$ cat src/rtl/risc_controller.sv
// ---------------------------------------------------------------------------
// risc_controller
//   Instruction-sequencing FSM for the 8-bit accumulator CPU. Every
//   instruction walks through eight phases: fetch the instruction, load it
//   into the IR, then fetch the operand, run the ALU and store the result.
//   The IDLE phase can be stretched to give the memory time to settle. The
//   ALU decodes the opcode itself. This block only emits the datapath
//   strobes around it.
//
// Parameters
//   WAIT_CYCLES  cycles spent in IDLE (memory settle), legal range 1..15
//
// Configuration macro
//   RISC_CONTROLLER_RESUME_EN  adds the resume input. Without it, HLT is
//                              sticky until rst_ is asserted.
//
// Ports
//   clk     in   rising-edge clock
//   rst_    in   asynchronous active-low reset
//   opcode  in   IR[7:5]: HLT SKZ ADD AND XOR LDA STO JMP
//   zero    in   ALU a_is_zero (accumulator == 0)
//   resume  in   (RESUME_EN only) leave the halted state, sync, active-high
//   sel     out  address mux: 1 = PC, 0 = IR operand field
//   rd      out  memory read enable
//   ld_ir   out  load instruction register
//   inc_pc  out  increment program counter
//   halt    out  processor halted
//   ld_pc   out  load PC from IR operand (jump)
//   data_e  out  drive accumulator onto the data bus
//   ld_ac   out  load accumulator from alu_out
//   wr      out  memory write strobe
// ---------------------------------------------------------------------------
module risc_controller #(
    parameter int unsigned WAIT_CYCLES = 1
) (
    input  logic       clk,
    input  logic       rst_,
    input  logic [2:0] opcode,
    input  logic       zero,
`ifdef RISC_CONTROLLER_RESUME_EN
    input  logic       resume,
`endif
    output logic       sel,
    output logic       rd,
    output logic       ld_ir,
    output logic       inc_pc,
    output logic       halt,
    output logic       ld_pc,
    output logic       data_e,
    output logic       ld_ac,
    output logic       wr
);

    localparam logic [2:0] INST_ADDR  = 3'd0;
    localparam logic [2:0] INST_FETCH = 3'd1;
    localparam logic [2:0] INST_LOAD  = 3'd2;
    localparam logic [2:0] IDLE       = 3'd3;
    localparam logic [2:0] OP_ADDR    = 3'd4;
    localparam logic [2:0] OP_FETCH   = 3'd5;
    localparam logic [2:0] ALU_OP     = 3'd6;
    localparam logic [2:0] STORE      = 3'd7;

    localparam logic [2:0] OP_HLT = 3'd0;
    localparam logic [2:0] OP_SKZ = 3'd1;
    localparam logic [2:0] OP_ADD = 3'd2;
    localparam logic [2:0] OP_AND = 3'd3;
    localparam logic [2:0] OP_XOR = 3'd4;
    localparam logic [2:0] OP_LDA = 3'd5;
    localparam logic [2:0] OP_STO = 3'd6;
    localparam logic [2:0] OP_JMP = 3'd7;

    // Last wait_cnt value before IDLE is left.
    localparam logic [3:0] WAIT_LAST = 4'(WAIT_CYCLES - 1);

    logic [2:0] phase;
    logic [3:0] wait_cnt;
    logic       halted;

    // NOTE: registered state uses non-blocking assignments so that every
    // flop samples the values from before the edge.
    always_ff @(posedge clk or negedge rst_) begin
        if (!rst_) begin
            phase    <= INST_ADDR;
            wait_cnt <= 4'd0;
            halted   <= 1'b0;
        end else if (halted) begin
`ifdef RISC_CONTROLLER_RESUME_EN
            // The HLT cycle has already pulsed inc_pc. Resuming goes
            // straight to operand fetch with no extra increment.
            if (resume) begin
                halted <= 1'b0;
                phase  <= OP_FETCH;
            end
`endif
        end else if (phase == OP_ADDR && opcode == OP_HLT) begin
            // Phase stays parked at OP_ADDR while halted.
            halted <= 1'b1;
        end else if (phase == IDLE) begin
            if (wait_cnt == WAIT_LAST) begin
                wait_cnt <= 4'd0;
                phase    <= OP_ADDR;
            end else begin
                wait_cnt <= wait_cnt + 4'd1;
            end
        end else begin
            // STORE + 1 wraps naturally to INST_ADDR in 3 bits.
            phase <= phase + 3'd1;
        end
    end

    logic alu_op;
    logic is_sto;
    logic is_jmp;

    assign alu_op = (opcode == OP_ADD) || (opcode == OP_AND) ||
                    (opcode == OP_XOR) || (opcode == OP_LDA);
    assign is_sto = (opcode == OP_STO);
    assign is_jmp = (opcode == OP_JMP);

    // NOTE: every output gets a default before the case so the decode
    // cannot infer a latch.
    always_comb begin
        sel    = 1'b0;
        rd     = 1'b0;
        ld_ir  = 1'b0;
        inc_pc = 1'b0;
        halt   = 1'b0;
        ld_pc  = 1'b0;
        data_e = 1'b0;
        ld_ac  = 1'b0;
        wr     = 1'b0;
        if (halted) begin
            halt = 1'b1;
        end else begin
            case (phase)
                INST_ADDR: sel = 1'b1;
                INST_FETCH: begin
                    sel = 1'b1;
                    rd  = 1'b1;
                end
                INST_LOAD, IDLE: begin
                    sel   = 1'b1;
                    rd    = 1'b1;
                    ld_ir = 1'b1;
                end
                OP_ADDR: begin
                    inc_pc = 1'b1;
                    halt   = (opcode == OP_HLT);
                end
                OP_FETCH: rd = alu_op;
                ALU_OP: begin
                    // A SKZ skip here plus the OP_ADDR increment gives PC+2.
                    // JMP never raises inc_pc, so ld_pc and inc_pc stay
                    // exclusive.
                    rd     = alu_op;
                    inc_pc = (opcode == OP_SKZ) && zero;
                    ld_pc  = is_jmp;
                    data_e = is_sto;
                end
                STORE: begin
                    rd     = alu_op;
                    ld_ac  = alu_op;
                    ld_pc  = is_jmp;
                    data_e = is_sto;
                    wr     = is_sto;
                end
                default: ;
            endcase
        end
    end

endmodule
$ cat config.mk
export PLATFORM = sky130hd
export DESIGN_NAME = risc_controller
export DESIGN_NICKNAME = d
export VERILOG_FILES = /design/src/rtl/risc_controller.sv
export SDC_FILE = /design/constraint.sdc
export NUM_CORES = 1
export LEC_CHECK = 0
export CAP_MARGIN = 10
export CORE_ASPECT_RATIO = 1.25
export CORE_MARGIN = 5
export CORE_UTILIZATION = 30
export CTS_CLUSTER_DIAMETER = 60
export DETAILED_ROUTE_END_ITERATION = 12
export PLACE_DENSITY = 0.6
export SYNTH_ARGS = -nofsm -noshare
export SYNTH_HDL_FRONTEND = slang
export SYNTH_SLANG_ARGS = --single-unit
$ cat constraint.sdc
create_clock -name clk -period 5 [get_ports clk]
set_input_delay 1 -clock clk [delete_from_list [all_inputs] [get_ports clk]]
set_output_delay 1 -clock clk [all_outputs]
set_load 0.02 [all_outputs]
== Yosys cells after proc, flatten, opt, wreduce, memory -nomap -nowiden ==
Index checks and enable logic that the tools add are counted.

* Word-level logic and storage cells: 60
* Input bits: 6
* Memories kept: 0
* RAM bits: 0
* Bits in registers: 8
* Latch bits: 0
* Memory bits (read-only): 0

* Muxes and demuxes: 23
* Div/mod/pow operators: 0
* Shift operators: 0
* Bitwise operators: 2
* Magnitude comparators: 0
* $mul: 0
* Reductions and logical operators: 15
* Add/sub/neg operators: 2
* Equality and inequality tests: 15

{| class="wikitable"
|+ Operators with widths
! operator !! count
|-
| $eq 3x3->1 const B || 8
|-
| $mux 1 || 18
|-
| $eq 3x2->1 const B || 4
|-
| $eq 3x1->1 const B || 2
|-
| $logic_not 3->1 || 2
|-
| $mux 3 || 2
|-
| $reduce_and 3->1 || 2
|-
| $reduce_or 3->1 || 2
|-
| $add 4x1->4 const B || 1
|-
| $logic_not 4->1 || 1
|-
| $mux 4 || 1
|-
| $pmux 1 s2 || 2
|-
| $reduce_or 2->1 || 2
|-
| $reduce_or 4->1 || 1
|-
| $add 3x1->3 const B || 1
|-
| $logic_or 1x1->1 || 3
|-
| $logic_and 1x1->1 || 2
|-
| $ne 2x1->1 const B || 1
|-
| $not 1->1 || 2
|}

== Longest topological paths before layout ==
* Depth after elaboration: 6
* Depth in mapped cells: 6
* Mapped depth without buffers: 6

== Least setup slack after synthesis ==
No wires, ideal clock.

* Kind: input -> output
* Start: input port opcode[1]
* End: output port ld_pc
* Path buffers: 0
* Arrival: 1838 ps
* Data required time: 4000 ps
* Slack: 2162 ps
* Stages: 2
* Path through: nand2_1 -> nor4b_1

* Cells in the longest elaborated chain, start to end: 3

{| class="wikitable"
|+ Ends and longest elaborated chain
! item !! line !! RTL
|-
| start: declaration || 38 || <nowiki>input logic [2:0] opcode,</nowiki>
|-
| $eq 3x3->1 || 118 || <nowiki>assign is_jmp = (opcode == OP_JMP);</nowiki>
|-
| $mux 1 || 135 || <nowiki>case (phase)</nowiki>
|-
| $mux 1 || 132 || <nowiki>if (halted) begin</nowiki>
|-
| end: declaration || 48 || <nowiki>output logic ld_pc,</nowiki>
|}

Every way passes these cells.

== Worst setup path after layout ==
* Start: input port opcode[2]
* End: output port ld_pc

The elaborated chain is that of the path after synthesis.

==> results.yml <==
power:
  max-vdd-ir-drop_mv: 0.283
  comb_power_share_pct: 59.4
  internal_power_mw: 0.218
  leakage_nw: 0.365
  swShare_pct: 43.7
  finalPower_mw: 0.387
  power_switching_mw: 0.169
  power.density_mw_per_mm2: 476
  seqPwrFrac_pct: 28.0
  clkPwrFrac_pct: 12.5
worst_setup_path:
  crit_arrival_ps: 2700
  path_cells: "clkdlybuf4s50_1 > nand2_1 > nor4b_1 > clkdlybuf4s50_1"
  slowest_stage: "clkdlybuf4s50_1"
  cpMostUsedCell: "clkdlybuf4s50_1"
  worst-path-buf-inv: 2
  crit_family: "buffers and inverters"
  crit_fanout: 4
  max_stage_delay_ps: 660
  worstPathRequired_ps: 4000
  end_kind: "primary output"
  startpoint_type: "input port"
  crit_type: "input port to primary output"
global_route:
  first_global_vias: 501
  grt_first_pass_wirelength_mm: 2.11
  grt.overflow.total: 0
  antenna_found_initial: 0
  grt_start_max_net_pins: 9
  groute.usage.overall_pct: 8.93
synthesis:
  synth_top_cell_area_share_pct: 31.7
  synth_top_cells_by_count: "ha_1, dfrtp_1, nor2_1"
  yosysTopAreaCell: "dfrtp_1"
  yosys-top-cells-area: "dfrtp_1, ha_1, mux2_1, nor2_1, a21oi_1"
  synth_cell_types: 28
  yosysMostFrequentCell: "ha_1"
  ys_ff_latch: 8
  synth_area_sq_um: 631
  synthCells: 67
  synth_enable_flop_cells: 0
  synth_ff_type: "dfrtp_1"
  synth-async-reset-ratio_pct: 100
  avgSynthCellArea_sq_um: 9.41
  synth.net_count: 82
  yosysSeqAreaShare_pct: 31.7
  ys_warn_count: 0
clock_tree:
  cts_buffers: 3
  tritoncts: "yes"
  cts_max_level: 1
  postCtsResizedCells: 0
  cts_setup_buffers: 0
  clk_pin_slew_ps: 60
  worstSkewPairLatency_ps: 250
  clockBufferDepth: 2
  root_buffer: "clkbuf_4"
  cts.sinks: 8
  cts_hold_buf: 0
hold_path:
  hold_path_class: "flop to flop"
placement:
  placed_area_sq_um: 791
  place.gp.congestion: 0.743
  dp.final_hpwl_um: 993
  port_buffers: 14
timing:
  rsz0062_at_grt: "false"
  slew_headroom_pct: 74.2
  fin_tns_setup_ps: 0
  max_freq_mhz: 270
  hold_viol_final: 0
  worst_clock_skew_ps: 7.47
  worst_slew_pin_slew_ps: 385
  report.final.slew_viol_count: 0
  finalSetupViolations: 0
  fin_crit_sh_pct: 74.0
  finalCriticalPeriod_ps: 3700
finish:
  final_core_util_pct: 40.6
  syn_to_final_growth_pct: 29.0
  diodes: 0
  nets: 100
  drive_gt1_share_pct: 10.8
  fillers: 200
  final_area_sq_um: 813
route:
  drc: 0
  ant_nets: 0
  wl_per_cell_um: 12.3
  drt_iter0_drc: 6
  detail_route.first_pass.iterations: 3
  vias: 505
  viasPerCell: 4.90
  drt_wl_total_mm: 1.27
floorplan:
  io_pins: 15
  core.rowCount: 18
  dieArea_sq_mm: 0.00312
  fp.dieH_um: 61.3
  start_util_pct: 31.5
  core_sq_mm: 0.00200
  die_w_um: 51.0
status:
  status: "finished clean"
job:
  cap_violations: 0
## cells by family (layout without fill, tap and decap cells)
logic type | after synthesis | in the layout | synth area share [%]
DFF | 8 | 8 | 31.7
muxes | 5 | 5 | 9.32
xor gates and xnor gates | 2 | 2 | 2.78
and+or+nand+nor | 24 | 24 | 23.0
AOI/OAI and AO/OA | 10 | 10 | 9.72
buffers and inverters | 9 | 25 | 5.55
adders and majority gates | 9 | 9 | 17.9
## per-stage QoR
step / cells / hold slack (ps) / setup slack, ps
after CTS: 103 / 513 / 1300
after global routing: 103 / 555 / 1210
after floorplan: 67 / 468 / 2160
after detailed placement: 100 / 505 / 1320
after global placement: 100 / 494 / 1330
final: 103 / 506 / 1300
## worst register-to-register path, delay by kind of cell, from the launching register on
family | cells | cell delay, ps
simple gates | 3 | 640
flops | 1 | 410
mux | 1 | 310
fa+ha+maj | 1 | 150
buf+inv | 1 | 70
## flip-flops by register name, summed over array words and instances (netlist names)
register / flops
phase: 3
wait_cnt: 4
halted: 1
## final cells by class
cell class	count	area (sq um)	share of cell area, %
flip-flops and latches	8	200	24.6
multi-input cells	50	395	48.6
inverters	8	30.0	3.69
clock buffers	3	22.5	2.77
repair buffers	14	140	17.2
well taps	20	25.0	3.08
## layout by cell type (no fill, tap or decap), types with 2 or more instances in the layout
master	n
mux2_1	3
nand2_1	3
inv_1	6
nor3_1	2
nor2_1	8
clkdlybuf4s50_1	14
a21oi_1	5
inv_2	2
nand3_1	2
ha_1	9
dfrtp_1	8
xnor2_1	2
clkbuf_4	3
## power groups by stage
stage               logic (mW)  registers (mW)  clock network, mW
floorplan                0.171          0.0963                  0
global placement         0.231           0.109                  0
detailed placement       0.231           0.111                  0
CTS                      0.234           0.109             0.0523
global route             0.261           0.112             0.0566
finish                   0.230           0.109             0.0486
## metal layers
layer | vias to the layer above | track usage, % | wire, um
met5 | - | 0 | 0
met1 | 224 | 10.1 | 586
met3 | 0 | 1.45 | 89
met2 | 17 | 15.7 | 590
met4 | 0 | 5.77 | 0
li1 | 264 | - | -
## path summary, 6_finish.rpt
check,start,endpoint,slack (ps),depth (start not counted)
worst min-delay path,wait_cnt[3],wait_cnt[3],510,1
worst min register to register,wait_cnt[3],wait_cnt[3],510,1
min in group asynchronous,rst_,wait_cnt[1],1030,1
max in group asynchronous,rst_,phase[1],3680,1
worst max-delay path,opcode[2],ld_pc,1300,4
worst max register to register,wait_cnt[0],phase[1],3300,6
Power figures use the tool's default switching activity.
==> patch, RTL diff (config.mk and constraints unchanged) <==
Add an input register stage for `opcode` and `zero`, without a reset; this delays them by one clock.
--- a/src/rtl/risc_controller.sv
+++ b/src/rtl/risc_controller.sv
@@ -74,2 +74,10 @@
 
+    logic [2:0] opcode_q;
+    logic zero_q;
+
+    always_ff @(posedge clk) begin
+        opcode_q <= opcode;
+        zero_q   <= zero;
+    end
+
     logic [2:0] phase;
@@ -94,3 +102,3 @@
 `endif
-        end else if (phase == OP_ADDR && opcode == OP_HLT) begin
+        end else if (phase == OP_ADDR && opcode_q == OP_HLT) begin
             // Phase stays parked at OP_ADDR while halted.
@@ -114,6 +122,6 @@
 
-    assign alu_op = (opcode == OP_ADD) || (opcode == OP_AND) ||
-                    (opcode == OP_XOR) || (opcode == OP_LDA);
-    assign is_sto = (opcode == OP_STO);
-    assign is_jmp = (opcode == OP_JMP);
+    assign alu_op = (opcode_q == OP_ADD) || (opcode_q == OP_AND) ||
+                    (opcode_q == OP_XOR) || (opcode_q == OP_LDA);
+    assign is_sto = (opcode_q == OP_STO);
+    assign is_jmp = (opcode_q == OP_JMP);
 
@@ -147,3 +155,3 @@
                     inc_pc = 1'b1;
-                    halt   = (opcode == OP_HLT);
+                    halt   = (opcode_q == OP_HLT);
                 end
@@ -155,3 +163,3 @@
                     rd     = alu_op;
-                    inc_pc = (opcode == OP_SKZ) && zero;
+                    inc_pc = (opcode_q == OP_SKZ) && zero_q;
                     ld_pc  = is_jmp;
Behaviour: not the same (Yosys sat finds a counterexample within 10 cycles, from zero or initial values and one cycle with rst_ low).
==> patch against the original RTL <==
Via count grew 3.2%; design area grew 9.5%; sequential cell count grew 4; largest power group unchanged; maximum frequency grew 19%; synthesized area grew 7.9%; power grew 5.0%; worst setup slack gained 580 ps; routed wire length shrank 6.1%.
==> patch: results (changes against the original RTL) <==
metric	value	unit	change
Peak VDD IR	0.000206	V	-27%
WL/cell	10.2	um	-17%
CTS H-tree lvls	1		unchanged
end of the critical path	sel		
GR Util met2	0.140		-0.0168
vias per cell	4.45		-9.2%
sequential share of the synthesized area	0.412		+0.0943
delay-heaviest family, CP	buffers and inverters		
Starting DRT DRC Count	1		-5
# nets final	101		+1.0%
pre-CTS setup slack	2190	ps	+865 ps
met1 usage	0.0921		-0.00909
routing usage on met3	0.0212		+0.00670
layout cells sized above 1	0.0930		-0.0154
FF-to-FF End	wait_cnt[2]$_DFFE_PN0P_		
worst skew pair latency	270	ps	+20 ps
Hold Slack	510	ps	+3.35 ps
IO buf count	14		unchanged
ys async rst share	0.667		-0.333
Crit path largest cell delay	540	ps	-120 ps
critical path arrival	2120	ps	-580 ps
hold_sp	wait_cnt[3]$_DFFE_PN0P_		
ranking of synthesized cells by area	dfrtp_1 (29%), ha_1 (15%), dfxtp_1 (12%), inv_1 (4.4%), nor2_1 (3.9%)		
net count after synthesis	83		+1.2%
Synth warnings	0		unchanged
Final Wtd Congestion	0.759		+2.1%
routed vias	521		+3.2%
gr usage total	0.0849		-0.00438
Gate Count Post-Synth	69		+3.0%
Worst Hold End	wait_cnt[3]$_DFFE_PN0P_		
clk_skew	2.53	ps	-4.94 ps
Placed Cells	113		+13%
Num CTS Buffers	3		unchanged
R2R depth	5		-1
initial antenna violation count	0		unchanged
Clock Tree Buf Depth	2		unchanged
placed inst area	855	um^2	+8.1%
crit path launch	phase[0]$_DFFE_PN0P_		
drt pass-1 iters	2		-1
Leak	0.391	nW	+7.3%
DPL Wire Length	974	um	-1.9%
setup slack, reg-to-reg	3450	ps	+150 ps
library cells used by synthesis	26		-7.1%
Hold Path Cell Cnt	1		unchanged
top cells by count, synth	dfrtp_1 (8), ha_1 (8), inv_1 (8), nor2_1 (7), a21oi_1 (5)		
first-pass GRT wire length	2130	um	+0.66%
number of global-route vias before repair	531		+6.0%
worst-margin pin slew	357	ps	-28.0 ps
outcome	finished clean		
Top Registers	wait_cnt: 4 flops, opcode_q: 3 flops, phase: 3 flops		
## patch: cells by family after synthesis
family	after synthesis	synth area share
mux	5	0.0846
buf+inv	9	0.0515
xor+xnor	2	0.0257
flops	12	0.412
simple gates	25	0.208
compound gates	8	0.0717
fa+ha+maj	8	0.147
## patch: final cells by class
cell class | count | area [um^2]
well taps | 31 | 38.8
clock buffers | 4 | 36.3
flip-flops and latches | 12 | 280
repair buffers | 14 | 140
fillers | 244 | 1300
multi-input cells | 48 | 365
inverters | 8 | 30.0
## patch: power breakdown
part / internal (W) / total (W) / switching [W]
Sequential: 0.000115 / 0.000138 / 0.0000232
Clock: 0.0000443 / 0.0000749 / 0.0000306
Combinational: 0.0000896 / 0.000194 / 0.000104
## patch: layer usage
layer,part of all wire,up-vias
met2,0.49,14
li1,-,268
met5,0,-
met4,0.019,0
met1,0.44,235
met3,0.049,4
